### src/rtl/dmem_arbiter.sv
// -----------------------------------------------------------------------------
// dmem_arbiter
// Shares the single data-memory port between the single-cycle core (default
// owner, zero added latency when uncontended) and a second master (DMA/debug
// loader). DMA is protected against starvation by a wait counter and may lock
// the port for bursts of up to MAX_BURST beats.
//
// Ports:
//   clk, reset            rising-edge clock, asynchronous active-high reset
//   cpu_*  (in)           core data-memory request: W_en/R_en/addr/RW_type/wdata
//   cpu_rdata, cpu_stall  load data to core (combinational), core hold request
//   dma_*  (in)           DMA request: req/we/addr/RW_type/wdata/lock
//   dma_gnt               DMA access issued this cycle (combinational)
//   dma_rdata, dma_rvalid registered DMA read data, valid one cycle after grant
//   mem_*  (out)          muxed request to dmem; mem_dout is its combinational read
// -----------------------------------------------------------------------------
module dmem_arbiter #(
    parameter int unsigned STARVE_LIMIT = 4,
    parameter int unsigned MAX_BURST    = 8
) (
    input  logic        clk,
    input  logic        reset,

    input  logic        cpu_W_en,
    input  logic        cpu_R_en,
    input  logic [31:0] cpu_addr,
    input  logic [2:0]  cpu_RW_type,
    input  logic [31:0] cpu_wdata,
    output logic [31:0] cpu_rdata,
    output logic        cpu_stall,

    input  logic        dma_req,
    input  logic        dma_we,
    input  logic [31:0] dma_addr,
    input  logic [2:0]  dma_RW_type,
    input  logic [31:0] dma_wdata,
    input  logic        dma_lock,
    output logic        dma_gnt,
    output logic [31:0] dma_rdata,
    output logic        dma_rvalid,

    output logic        mem_W_en,
    output logic        mem_R_en,
    output logic [31:0] mem_addr,
    output logic [2:0]  mem_RW_type,
    output logic [31:0] mem_din,
    input  logic [31:0] mem_dout
);

    localparam int unsigned DATA_W  = 32;
    localparam int unsigned WAIT_W  = 4;
    localparam int unsigned BURST_W = 8;

    typedef enum logic [0:0] {
        S_IDLE      = 1'b0,
        S_DMA_BURST = 1'b1
    } state_t;

    state_t               state_q, state_d;
    logic [WAIT_W-1:0]    wait_cnt_q, wait_cnt_d;
    logic [BURST_W-1:0]   burst_cnt_q, burst_cnt_d;
    logic                 cpu_owed_q, cpu_owed_d;
    logic [DATA_W-1:0]    dma_rdata_q, dma_rdata_d;
    logic                 dma_rvalid_q, dma_rvalid_d;

    logic                 cpu_req;
    logic                 cpu_granted;
    logic                 dma_granted;
    logic [BURST_W-1:0]   burst_inc;

    assign cpu_req   = cpu_W_en | cpu_R_en;
    assign burst_inc = burst_cnt_q + BURST_W'(1);

    // Owner selection; nothing is granted while reset is asserted.
    always_comb begin
        cpu_granted = 1'b0;
        dma_granted = 1'b0;
        if (!reset) begin
            case (state_q)
                S_IDLE: begin
                    if (cpu_req && dma_req) begin
                        // A forced burst exit owes the CPU the next conflict.
                        if (!cpu_owed_q && (wait_cnt_q == WAIT_W'(STARVE_LIMIT)))
                            dma_granted = 1'b1;
                        else
                            cpu_granted = 1'b1;
                    end else if (cpu_req) begin
                        cpu_granted = 1'b1;
                    end else if (dma_req) begin
                        dma_granted = 1'b1;
                    end
                end
                S_DMA_BURST: begin
                    // CPU only gets the port once DMA stops requesting.
                    if (dma_req)
                        dma_granted = 1'b1;
                    else if (cpu_req)
                        cpu_granted = 1'b1;
                end
                default: begin
                    cpu_granted = 1'b0;
                    dma_granted = 1'b0;
                end
            endcase
        end
    end

    assign dma_gnt   = dma_req & dma_granted;
    assign cpu_stall = cpu_req & ~cpu_granted;
    assign cpu_rdata = cpu_granted ? mem_dout : '0;

    // Memory-port mux; all-zero when nobody owns the port.
    always_comb begin
        mem_W_en    = 1'b0;
        mem_R_en    = 1'b0;
        mem_addr    = '0;
        mem_RW_type = '0;
        mem_din     = '0;
        if (cpu_granted) begin
            mem_W_en    = cpu_W_en;
            mem_R_en    = cpu_R_en;
            mem_addr    = cpu_addr;
            mem_RW_type = cpu_RW_type;
            mem_din     = cpu_wdata;
        end else if (dma_gnt) begin
            mem_W_en    = dma_we;
            mem_R_en    = ~dma_we;
            mem_addr    = dma_addr;
            mem_RW_type = dma_RW_type;
            mem_din     = dma_wdata;
        end
    end

    // Next-state: FSM, starvation/burst counters and DMA read capture.
    always_comb begin
        state_d      = state_q;
        wait_cnt_d   = wait_cnt_q;
        burst_cnt_d  = burst_cnt_q;
        cpu_owed_d   = cpu_owed_q;
        dma_rdata_d  = dma_rdata_q;
        dma_rvalid_d = 1'b0;

        if (dma_gnt)
            wait_cnt_d = '0;
        else if (dma_req && (wait_cnt_q < WAIT_W'(STARVE_LIMIT)))
            wait_cnt_d = wait_cnt_q + WAIT_W'(1);

        if (cpu_granted)
            cpu_owed_d = 1'b0;

        if (dma_gnt && !dma_we) begin
            dma_rdata_d  = mem_dout;
            dma_rvalid_d = 1'b1;
        end

        case (state_q)
            S_IDLE: begin
                if (dma_gnt && dma_lock) begin
                    if (MAX_BURST <= 1) begin
                        // First beat already exhausts the burst allowance.
                        burst_cnt_d = '0;
                        cpu_owed_d  = 1'b1;
                    end else begin
                        state_d     = S_DMA_BURST;
                        burst_cnt_d = BURST_W'(1);
                    end
                end
            end
            S_DMA_BURST: begin
                if (!dma_req || !dma_lock) begin
                    state_d     = S_IDLE;
                    burst_cnt_d = '0;
                end else if (burst_inc == BURST_W'(MAX_BURST)) begin
                    // Last allowed beat is still granted, then forced out.
                    state_d     = S_IDLE;
                    burst_cnt_d = '0;
                    cpu_owed_d  = 1'b1;
                end else begin
                    burst_cnt_d = burst_inc;
                end
            end
            default: begin
                state_d     = S_IDLE;
                burst_cnt_d = '0;
            end
        endcase
    end

    always_ff @(posedge clk or posedge reset) begin
        if (reset) begin
            state_q      <= S_IDLE;
            wait_cnt_q   <= '0;
            burst_cnt_q  <= '0;
            cpu_owed_q   <= 1'b0;
            dma_rdata_q  <= '0;
            dma_rvalid_q <= 1'b0;
        end else begin
            state_q      <= state_d;
            wait_cnt_q   <= wait_cnt_d;
            burst_cnt_q  <= burst_cnt_d;
            cpu_owed_q   <= cpu_owed_d;
            dma_rdata_q  <= dma_rdata_d;
            dma_rvalid_q <= dma_rvalid_d;
        end
    end

    assign dma_rdata  = dma_rdata_q;
    assign dma_rvalid = dma_rvalid_q;

endmodule

### config.mk
export PLATFORM = sky130hd
export DESIGN_NAME = dmem_arbiter
export DESIGN_NICKNAME = d
export VERILOG_FILES = /design/src/rtl/dmem_arbiter.sv
export SDC_FILE = /design/constraint.sdc
export NUM_CORES = 1
export LEC_CHECK = 0
export ABC_CLOCK_PERIOD_IN_PS = 2900
export BUFFER_PORTS_ARGS = -buffer_cell sky130_fd_sc_hd__buf_4
export CORE_AREA = 2 2 120 122
export DETAILED_ROUTE_END_ITERATION = 7
export DIE_AREA = 0 0 122 124
export GPL_ROUTABILITY_DRIVEN = 0
export PLACE_DENSITY = 0.58
export SLEW_MARGIN = 20
export SYNTH_ARGS = -nofsm -noshare
export SYNTH_HDL_FRONTEND = slang
export SYNTH_SLANG_ARGS = --single-unit
### constraint.sdc
create_clock -name clk -period 2.9 [get_ports clk]
set_input_delay 0.29 -clock clk [delete_from_list [all_inputs] [get_ports clk]]
set_output_delay 0.29 -clock clk [all_outputs]
set_load 0.01 [all_outputs]
==> run summary <==
The clock input transition at the sequential cells of the worst setup and hold paths was 0.06 ns; the quantity of I/O buffers inserted on ports was 308. For the overall power, the log shows 3.51 mW. The synthesized-area fraction occupied by adder cells is 0.0121, and the number of clock sinks is 47. The compound-cell area share of the yosys netlist came out at 0.261. The most frequently used flop master after synthesis is sky130_fd_sc_hd__dfrtp_1. The first-iteration detailed-routing DRC count is 232.

The met1 track demand over resource in global routing is 0.205, and the number of setup buffers added after CTS is 0. On the final layout, the worst clock skew is 0.00392 ns. Setup repair after global routing left no endpoint under its margin.

The cell taking the most area after synthesis was sky130_fd_sc_hd__dfrtp_1. The final number of hold-violating endpoints came out at 0. The cell count after synthesis came out at 291. After global routing the overflow that remains totals 0. The class of the tightest hold or removal check is in -> async.

Across the VDD grid, the largest voltage drop is 0.000335 V. The flow ran to the end, and the final reports show no timing, DRC or antenna violations. The first global-routing pass estimated 19900 µm of wire. The fraction of final layout cells sized beyond drive strength 1 works out to 0.608. The setup total negative slack was 0 ns; the global-route total usage across every layer was 0.171.

Areal power density over the cells: 613 nW/µm². After detailed routing, the average wire length per cell comes to 18.7 µm. The logs give 13700 µm² for the area of the placeable core and 43 for the number of placement rows.

The fraction of post-synthesis cell area in the top cell type by area was 0.378; the count of flip-flops with a built-in enable after synthesis was 0. In this run the number of H-tree levels came out at 2. After routing the design area is 5730 µm². The floorplan step set the die width to 122 µm. The logs give 2.99 nW for the leakage dissipation and 15100 µm² for the total die area.

The die is 124 µm tall. The met3 track demand over resource in global routing is 0.0412. The starting density of the core is 0.227, and the number of nets in the final layout is 761. Setup violations remaining at the end of the flow were counted as 0. The Yosys step of the flow raised 0 warnings. The worst setup path is captured at a primary output.

Summing over every cut layer, the via total after detailed routing is 3631. The clock latency on the worst-skew pair was 0.29 ns. The tools report the element type at the critical path start as a flop.

The logs give 0.532 for the worst slew margin relative to its limit and 0 for the number of max-slew violations in the final report. The number of buffers created by CTS was 5; the async set-reset flop share out of synthesis was 1.00. The first detailed-routing pass took 4 iterations. The logs give 0 for the count of inserted antenna diode cells and 0.360 GHz for the highest achievable clock rate. Fraction of synthesized area in multiplexers: 0.153. The average cell area after synthesis was 10.7 µm²; the cell area after placement was 5590 µm². The number of nets handed over by synthesis was 467. Number of global-route vias before repair: 3582. The cell sitting at the root of the clock tree is a sky130_fd_sc_hd__clkbuf_16.

For the worst setup path, the data arrival time is 2.49 ns. Detailed placement ended at an HPWL of 11300 µm. At the worst endpoint, the required time is 2.61 ns. Yosys attributes the largest share of cell area to sky130_fd_sc_hd__dfrtp_1 (38%), sky130_fd_sc_hd__a22o_1 (19%), sky130_fd_sc_hd__mux2_4 (14%).

Counting I/O delays and the setup requirement, the final critical path takes 2.78 ns. The logs give 0 for the initial antenna violation count and 0 for the count of nets left with antenna violations after detail routing. The DRC violations left was 0; the sequential share of the synthesized area was 0.378. The synthesized netlist occupies a cell area of 3110 µm². Number of max-capacitance violations reported: 0.

The number of storage elements in the synthesis netlist was 47. The simple-gate share of the synthesized area is 0.134, and the pin slew with the least headroom to its limit is 0.702 ns. Counting along the longest clock path gives a buffer depth of 2.

After clock tree synthesis, the repair step resized 0 gates. For the routed wire length, the log shows 14300 µm. The I/O pin count is 309, and the area share of xor/xnor cells in the synthesized design is 0.00845. The area growth from synthesis to final layout is 84.2%.

The worst setup path is of the reg -> out kind. The pin count of the biggest net entering global routing is 66. The most used routing layer is met2.

The run gives 0.73 ns as the reg-to-reg setup timing slack. The met2 capacity usage during global routing is 0.301. TritonCTS built the clock tree. Along the worst path, the maximum fanout reaches 65. The tools report the hold-fix buffer count after cts as 0. The number of distinct library cells after synthesis is 39, and the via count normalized by instance count is 4.74.

The final-layout fill cell count is 1332, and the final clock period utilization by the worst path is 0.958. Main combinational cell family by area after synthesis: compound AO/OA/AOI/OAI gates.
[critical path, cell delays in order (launching register included)]
cell,delay (ns)
sky130_fd_sc_hd__dfrtp_1,0.42
sky130_fd_sc_hd__inv_1,0.07
sky130_fd_sc_hd__ha_1,0.14
sky130_fd_sc_hd__and4bb_4,0.26
sky130_fd_sc_hd__o311a_4,0.28
sky130_fd_sc_hd__buf_4,0.56
sky130_fd_sc_hd__a22o_1,0.29
sky130_fd_sc_hd__buf_4,0.13
[layout make-up]
cell class	count	area [µm²]	share of cell area
Clock buffer	7	133	0.0232
Clock inverter	1	5.00	0.000874
Inverter	6	22.5	0.00393
Multi-Input combinational cell	212	1780	0.311
Sequential cell	47	1180	0.205
Tap cell	180	225	0.0393
Timing Repair Buffer	313	2390	0.417
[cells by family after synthesis]
group / count (synthesis)
compound gates: 100
xor+xnor: 3
fa+ha+maj: 3
buf+inv: 32
flops: 47
mux: 33
simple gates: 73
[metrics by stage]
step | instances | setup slack, ns | util | hold WS (ns)
after detailed placement | 758 | 0.461 | 0.407 | 0.496
after global routing | 766 | 0.00847 | 0.418 | 0.228
after floorplan | 291 | 0.250 | - | 0.438
after CTS | 766 | 0.119 | 0.418 | 0.230
after global placement | 758 | 0.528 | 0.407 | 0.492
final | 766 | 0.121 | 0.418 | 0.221
[path summary, 6_finish.rpt]
path / from / endpoint / cells after the start
setup / recovery: wait_cnt_q[0]$_DFFE_PP0P_ / mem_addr[5] / 7
max in group asynchronous: reset / dma_rvalid$_DFF_PP0_ / 3
hold reg to reg: dma_rdata[14]$_DFFE_PP0P_ / dma_rdata[14]$_DFFE_PP0P_ / 1
hold / removal: reset / burst_cnt_q[7]$_DFFE_PP0P_ / 3
setup reg to reg: wait_cnt_q[0]$_DFFE_PP0P_ / dma_rdata[27]$_DFFE_PP0P_ / 7
min in group clk: mem_dout[30] / dma_rdata[30]$_DFFE_PP0P_ / 2
[power by group]
| group | internal (mW) | leakage (nW) | switching [mW] |
|---|---|---|---|
| combinational | 1.10 | 2.33 | 0.758 |
| clock | 0.319 | 0.0679 | 0.241 |
| sequential | 0.918 | 0.584 | 0.178 |
| total | 2.34 | 2.99 | 1.18 |
[cells in the final DEF (no fill, tap or decap), types with 2 or more instances in the layout]
cell type                   synthesis  final
sky130_fd_sc_hd__a211oi_1           2      2
sky130_fd_sc_hd__a21oi_1            4      4
sky130_fd_sc_hd__a22o_1            68     68
sky130_fd_sc_hd__a31oi_1            2      2
sky130_fd_sc_hd__and2_1            35     35
sky130_fd_sc_hd__and3_1             3      3
sky130_fd_sc_hd__buf_12             0      3
sky130_fd_sc_hd__buf_4              0    310
sky130_fd_sc_hd__clkbuf_1           9      2
sky130_fd_sc_hd__clkbuf_16          0      5
sky130_fd_sc_hd__dfrtp_1           47     47
sky130_fd_sc_hd__ha_1               3      3
sky130_fd_sc_hd__inv_1              6      5
sky130_fd_sc_hd__mux2_2             4      4
sky130_fd_sc_hd__mux2_4            28     28
sky130_fd_sc_hd__nand2_1            8      8
sky130_fd_sc_hd__nand3_1            5      5
sky130_fd_sc_hd__nor2_1            11     11
sky130_fd_sc_hd__nor3_1             3      2
sky130_fd_sc_hd__o211ai_1           2      2
sky130_fd_sc_hd__o21ai_0           12     12
sky130_fd_sc_hd__o21bai_1           2      2
sky130_fd_sc_hd__xnor2_1            2      2
[Yosys cell counts, types with 3 or more instances]
cell / n
sky130_fd_sc_hd__a21oi_1: 4
sky130_fd_sc_hd__mux2_2: 4
sky130_fd_sc_hd__nor3_1: 3
sky130_fd_sc_hd__dfrtp_1: 47
sky130_fd_sc_hd__o21ai_0: 12
sky130_fd_sc_hd__a22o_1: 68
sky130_fd_sc_hd__nor2_1: 11
sky130_fd_sc_hd__ha_1: 3
sky130_fd_sc_hd__and2_1: 35
sky130_fd_sc_hd__nand3_1: 5
sky130_fd_sc_hd__buf_6: 4
sky130_fd_sc_hd__and3_1: 3
sky130_fd_sc_hd__clkbuf_1: 9
sky130_fd_sc_hd__nand2_1: 8
sky130_fd_sc_hd__mux2_4: 28
sky130_fd_sc_hd__inv_1: 6
sky130_fd_sc_hd__buf_2: 13
[state kept, by name, summed over array words and instances, names as in the netlist]
register / cells
cpu_owed_q: 1
burst_cnt_q: 8
dma_rdata: 32
state_q: 1
wait_cnt_q: 4
dma_rvalid: 1
[routing by layer]
layer | vias to the layer above | part of all wire | wire length, µm
li1 | 1672 | - | -
met3 | 19 | 0.096 | 1380
met4 | 0 | 0.023 | 330
met5 | - | 0 | 0
met1 | 1730 | 0.38 | 5480
met2 | 210 | 0.50 | 7110
No activity file was read; power rests on OpenSTA's default activity.
